<file path="src/rtl/octet_job_arbiter.sv">
// Round-robin owner selection for a shared Octet tensor-core tile, plus the
// start/fetch_done handshake, beat indexing, job_done return and a hang watchdog.
module octet_job_arbiter #(
    parameter int unsigned NUM_REQ     = 4,
    parameter int unsigned REQ_ID_W    = 2,
    parameter int unsigned FETCH_BEATS = 8,
    parameter int unsigned BEAT_W      = 3,
    parameter int unsigned WB_BEATS    = 8,
    parameter int unsigned WDOG_W      = 8
) (
    input  logic                clk,
    input  logic                rst,
    input  logic [NUM_REQ-1:0]  req,
    output logic [NUM_REQ-1:0]  grant,
    output logic [REQ_ID_W-1:0] grant_id,
    output logic [NUM_REQ-1:0]  job_done,
    output logic                busy,
    output logic                octet_start,
    output logic                octet_fetch_done,
    input  logic                octet_idle,
    input  logic                octet_fetch,
    input  logic                octet_write_back,
    output logic                fetch_beat,
    output logic [BEAT_W-1:0]   fetch_idx,
    output logic                wb_beat,
    output logic [BEAT_W-1:0]   wb_idx,
    output logic                err_timeout
);

    localparam logic [BEAT_W-1:0]   FETCH_LAST = BEAT_W'(FETCH_BEATS - 1);
    localparam logic [BEAT_W-1:0]   WB_LAST    = BEAT_W'(WB_BEATS - 1);
    localparam logic [REQ_ID_W-1:0] LAST_ID    = REQ_ID_W'(NUM_REQ - 1);
    // Abort fires on the stalled cycle that would bring the watchdog to all-ones.
    localparam logic [WDOG_W-1:0]   WDOG_LAST  = {WDOG_W{1'b1}} - WDOG_W'(1);

    typedef enum logic [2:0] {
        S_IDLE,
        S_START,
        S_WAIT_F,
        S_FETCH,
        S_FDONE,
        S_RUN,
        S_FIN
    } state_t;

    state_t              state;
    logic [REQ_ID_W-1:0] rr_ptr;
    logic [BEAT_W-1:0]   beat_cnt;
    logic [WDOG_W-1:0]   wdog;

    logic                in_fetch;
    logic                fetch_hit;
    logic                wb_hit;
    logic                fin_hit;
    logic                stalled;
    logic                win_valid;
    logic [REQ_ID_W-1:0] win_id;
    logic [REQ_ID_W-1:0] cand;
    logic [REQ_ID_W-1:0] next_ptr;

    assign in_fetch  = (state == S_WAIT_F) || (state == S_FETCH);
    assign fetch_hit = in_fetch && octet_fetch;
    assign wb_hit    = (state == S_RUN) && octet_write_back;
    assign fin_hit   = (state == S_FIN) && octet_idle;

    // A cycle is "stalled" when the FSM neither changes state nor sees a beat.
    assign stalled = (in_fetch && !octet_fetch)
                  || ((state == S_RUN) && !octet_write_back)
                  || ((state == S_FIN) && !octet_idle);

    assign next_ptr = (grant_id == LAST_ID) ? '0 : grant_id + REQ_ID_W'(1);

    // First set request at or after the pointer, wrapping.
    always_comb begin
        win_valid = 1'b0;
        win_id    = '0;
        cand      = rr_ptr;
        for (int i = 0; i < int'(NUM_REQ); i++) begin
            if (!win_valid && req[cand]) begin
                win_valid = 1'b1;
                win_id    = cand;
            end
            cand = (cand == LAST_ID) ? '0 : cand + REQ_ID_W'(1);
        end
    end

    always_ff @(posedge clk or posedge rst) begin
        if (rst) begin
            state       <= S_IDLE;
            grant       <= '0;
            grant_id    <= '0;
            busy        <= 1'b0;
            rr_ptr      <= '0;
            beat_cnt    <= '0;
            wdog        <= '0;
            err_timeout <= 1'b0;
        end else begin
            case (state)
                S_IDLE: begin
                    if (win_valid && octet_idle) begin
                        grant    <= NUM_REQ'(1) << win_id;
                        grant_id <= win_id;
                        busy     <= 1'b1;
                        state    <= S_START;
                    end
                end
                S_START: begin
                    beat_cnt <= '0;
                    state    <= S_WAIT_F;
                end
                S_WAIT_F: begin
                    if (octet_fetch) begin
                        beat_cnt <= BEAT_W'(1);
                        state    <= S_FETCH;
                    end
                end
                S_FETCH: begin
                    if (octet_fetch) begin
                        if (beat_cnt == FETCH_LAST) begin
                            beat_cnt <= '0;
                            state    <= S_FDONE;
                        end else begin
                            beat_cnt <= beat_cnt + BEAT_W'(1);
                        end
                    end
                end
                S_FDONE: begin
                    beat_cnt <= '0;
                    state    <= S_RUN;
                end
                S_RUN: begin
                    if (octet_write_back) begin
                        if (beat_cnt == WB_LAST) begin
                            beat_cnt <= '0;
                            state    <= S_FIN;
                        end else begin
                            beat_cnt <= beat_cnt + BEAT_W'(1);
                        end
                    end
                end
                S_FIN: begin
                    if (octet_idle) begin
                        grant  <= '0;
                        busy   <= 1'b0;
                        rr_ptr <= next_ptr;
                        state  <= S_IDLE;
                    end
                end
                default: begin
                    grant    <= '0;
                    busy     <= 1'b0;
                    beat_cnt <= '0;
                    state    <= S_IDLE;
                end
            endcase

            // Watchdog: any progress clears it; a full stall window aborts the job.
            if (!busy || !stalled) begin
                wdog <= '0;
            end else if (wdog == WDOG_LAST) begin
                wdog        <= '0;
                err_timeout <= 1'b1;
                grant       <= '0;
                busy        <= 1'b0;
                beat_cnt    <= '0;
                rr_ptr      <= next_ptr;
                state       <= S_IDLE;
            end else begin
                wdog <= wdog + WDOG_W'(1);
            end
        end
    end

    assign octet_start      = (state == S_START);
    assign octet_fetch_done = (state == S_FDONE);
    assign fetch_beat       = fetch_hit;
    assign fetch_idx        = in_fetch ? beat_cnt : '0;
    assign wb_beat          = wb_hit;
    assign wb_idx           = (state == S_RUN) ? beat_cnt : '0;
    assign job_done         = fin_hit ? grant : '0;

endmodule

</file>
<file path="config.mk">
export PLATFORM = sky130hd
export DESIGN_NAME = octet_job_arbiter
export DESIGN_NICKNAME = d
export VERILOG_FILES = /design/src/rtl/octet_job_arbiter.sv
export SDC_FILE = /design/constraint.sdc
export NUM_CORES = 1
export LEC_CHECK = 0
export ABC_AREA = 1
export ABC_CLOCK_PERIOD_IN_PS = 4300
export BUFFER_PORTS_ARGS = -buffer_cell sky130_fd_sc_hd__buf_2
export CORE_MARGIN = 2
export CORE_UTILIZATION = 59
export DETAILED_ROUTE_END_ITERATION = 16
export GPL_TIMING_DRIVEN = 0
export PLACE_DENSITY = 0.83
export SYNTH_ARGS = -nofsm -noshare
export SYNTH_HDL_FRONTEND = slang
export SYNTH_SLANG_ARGS = --single-unit
</file>
<file path="constraint.sdc">
create_clock -name clk -period 4.3 [get_ports clk]
set_clock_uncertainty 0.1 [all_clocks]
set_input_delay 0.215 -clock clk [delete_from_list [all_inputs] [get_ports clk]]
set_output_delay 0.215 -clock clk [all_outputs]
set_load 0.02 [all_outputs]
</file>
==> summary.md <==
| Metric | Value |
|---|---|
| RSZ-0062 raised after global routing | `false` |
| CP cell instances | `ha_1 -> nor2_2 -> nand2_1 -> nand3_2 -> nand2_2 -> nor2_4 -> nand3b_1 -> nand2_2 -> inv_2 -> nand3_1 -> nand2_1 -> nand2_1 -> a21oi_1` |
| Area growth, synth to finish | `15.5%` |
| Dpl hpwl | `2580 um` |
| I/O pin cnt | `31` |
| Type of the worst min-delay path | `input port to flip-flop` |
| Hold WS | `about 0.27 ns` |
| Syn Nets | `around 250` |
| H-tree depth | `1` |
| DRC | `0` |
| CTS Buf Count | `3` |
| Post-Synthesis Cells | `between 200 and 250` |
| Power Dens Cells | `about 430 nW/um^2` |
| RR Endpoint | `grant[1]` |
| Initial Utilization | `0.605` |
| Startpoint Class | `flip-flop` |
| WS Path Type | `flip-flop to flip-flop` |
| DRT iter0 DRCs | `100` |
| Skew-Pair Late Insertion Delay | `between 0.3 and 0.4 ns` |
| Std-Cell Core Area | `between 2000 and 3000 sq um` |
| Hold Fails Final Rpt | `0` |
| R2r worst-path depth | `13` |
| Total gr overflow | `0` |
| Pin count of the biggest net entering global routing | `25` |
| Initial antenna violation count | `0` |
| Routability cong. | `between 0.9 and 1` |
| R2R Setup Slk | `1.98 ns` |
| Synthesis warning total | `0` |
| Worst Setup SP | `rr_ptr[0]` |
| Max incr delay on CP | `~0.48 ns` |
| Chip width | `~57 um` |
| Relative slew margins | `0.409` |
| # clock sinks | `24` |
| CTS tree | `built` |
| Worst Setup EP | `grant[1]` |
| Max-Cap Viols | `0` |
| Final worst-path cycle share | `0.539` |
| Sequential fraction of the synthesis area | `0.369` |
| Row count | `19` |
| Root buffer cell | `clkbuf_4` |
| Final TNS setup | `0 ns` |
| Final setup fails | `0` |
| Setup crit end kind | `flip-flop` |
| Die ar. | `between 3000 and 4000 sq um` |
| # diodes | `0` |
| Period minus WS final | `roughly 2.3 ns` |
| Final max-slew violation count | `0` |
| Post-Syn Area | `around 1600 sq um` |
| Multi-input logic area | `898 sq um` |
| Final non-filler cell total | `297` |
| Layout Nets | `~280` |
| Worst path slowest cell | `dfrtp_1` |
| FF+latch count, synth | `24` |
| Clock transition at path regs | `about 0.14 ns` |
| Data arrival, critical path | `2.40 ns` |
| GRT Util Overall | `0.224` |
| Reg2Reg Launch Point | `rr_ptr[0]` |
| Leakage | `between 0.001 and 0.0015 uW` |
| Remaining antenna violation count | `0` |
| DRT Wirelength | `around 3300 um` |
| Yosys cell types | `27` |
| Register area | `roughly 600 sq um` |
| Vias post-DR | `~1500` |
| Vias per inst | `5.12` |
| Fillers | `241` |
| Outcome | `finished, final reports clean` |
| Placed cells | `between 200 and 300` |
| Die Height | `56.5 um` |
| CTS max path bufs | `2` |
| Share of cells above drive strength 1 | `0.188` |
| Fmax | `432 MHz` |
| Number of global-route vias before repair | `about 1400` |
| IO Port Bufs | `30` |
| Worst EP required | `~4.4 ns` |
| Least-Margin Pin Slew | `just under 0.9 ns` |
| Routed len/inst | `around 11 um` |
| Synthesized area per cell | `about 7 sq um` |
| Global-route wire length before repair | `between 5000 and 6000 um` |
| Total power | `806 uW` |
| Most frequent CP cell | `nand2_1` |
| Peak supply drop | `0.310 mV` |
| First drt pass iteration count | `4` |
| Max FO, Critical Path | `7` |
## critical path: cells and delay by family, from the launching register on
kind / cells / cell delay [ns]
flip-flops: 1 / 0.48
AND/OR/NAND/NOR: 10 / 1.20
adder cells (fa/ha/maj): 1 / 0.27
AO/OA/AOI/OAI: 1 / 0.06
buffers and inverters: 1 / 0.07
## cell families (layout without fill, tap and decap cells)
kind of cell	Yosys count	in the layout	share of synthesized area
xor+xnor	6	6	0.0323
fa+ha+maj	6	6	0.0462
compound gates	31	31	0.106
simple gates	130	130	0.368
buf+inv	34	69	0.0785
flops	24	24	0.369
## through the flow
stage / setup WS (ns) / utilization / cell area, sq um
after floorplan: 2.30 / - / 1630
after global placement: 2.07 / 0.676 / 1820
after detailed placement: 2.03 / 0.676 / 1820
after CTS: 1.97 / 0.699 / 1880
final: 1.98 / 0.699 / 1880
after global routing: 1.71 / 0.699 / 1880
## Yosys cell counts, drive strengths merged
library cell | count | share of area
nor2 | 41 | 0.10
o21ai | 11 | 0.034
xnor2 | 2 | 0.011
a21boi | 1 | 0.0046
a221oi | 1 | 0.0054
nand3 | 22 | 0.077
inv | 34 | 0.078
dfrtp | 24 | 0.37
a21oi | 14 | 0.045
a22oi | 2 | 0.0092
nand3b | 4 | 0.018
ha | 6 | 0.046
nor3 | 4 | 0.012
nor4 | 2 | 0.0077
o22ai | 1 | 0.0038
a31oi | 1 | 0.0038
nand2 | 54 | 0.14
nand4 | 3 | 0.012
xor2 | 4 | 0.022
## sequential cells by signal (all words and copies together) (netlist names)
name,cells
err_timeout,1
grant,4
rr_ptr,2
grant_id,2
state,3
beat_cnt,3
busy,1
wdog,8
## area by class of cell
cell class / instances / share of cell area
well taps: 31 / 0.0207
flip-flops and latches: 24 / 0.320
multi-input cells: 173 / 0.478
clock inverters: 1 / 0.0160
clock buffers: 3 / 0.0120
inverters: 34 / 0.0680
repair buffers: 31 / 0.0853
## timing repair
item	CTS	global route
resized for setup	0	0
endpoints found under the setup margin	0	0
hold endpoints to repair	19	0
setup buffers	0	0
hold buffers	1	0
## metal layers
metal | GRT usage | vias to the layer above | part of all wire
met2 | 0.365 | 33 | 0.45
li1 | - | 822 | -
met1 | 0.317 | 663 | 0.51
met4 | 0.0578 | 0 | 0.0040
met3 | 0.0276 | 2 | 0.038
met5 | 0 | - | 0
## power breakdown
group	total (uW)	switching (uW)	internal [uW]	leakage, uW
Clock	162	68.3	94.2	0.0000279
Combinational	316	204	111	0.000689
Sequential	328	53.6	274	0.000300
## layout by cell type (no fill, tap or decap)
master	synthesis	final
nand3_1	19	19
ha_1	6	6
a21oi_2	1	1
nand2_1	48	48
nand2_2	5	5
nand2_4	1	1
nor2_2	3	3
nand3b_1	4	4
a221oi_1	1	1
a22oi_1	2	2
bufinv_16	0	1
nand3_2	3	3
a21oi_1	13	13
inv_2	2	2
nor4_1	2	2
nand4_1	3	3
o21ai_0	10	10
nor2_1	37	37
inv_1	32	32
xnor2_1	2	2
o21ai_1	1	1
buf_2	0	30
xor2_1	4	4
nor2_4	1	1
dlygate4sd3_1	0	1
o22ai_1	1	1
clkbuf_4	0	3
a21boi_1	1	1
nor3_1	4	4
a31oi_1	1	1
dfrtp_1	24	24
## how the worst min path moves through the flow
stage               startpoint          end  depth (start not counted)
floorplan                  rst  beat_cnt[0]                          1
global placement           rst    rr_ptr[1]                          2
detailed placement         rst    rr_ptr[1]                          2
global route        octet_idle         busy                          4
finish              octet_idle     grant[2]                          6
CTS                 octet_idle         busy                          4
No activity file was read; power rests on OpenSTA's default activity.
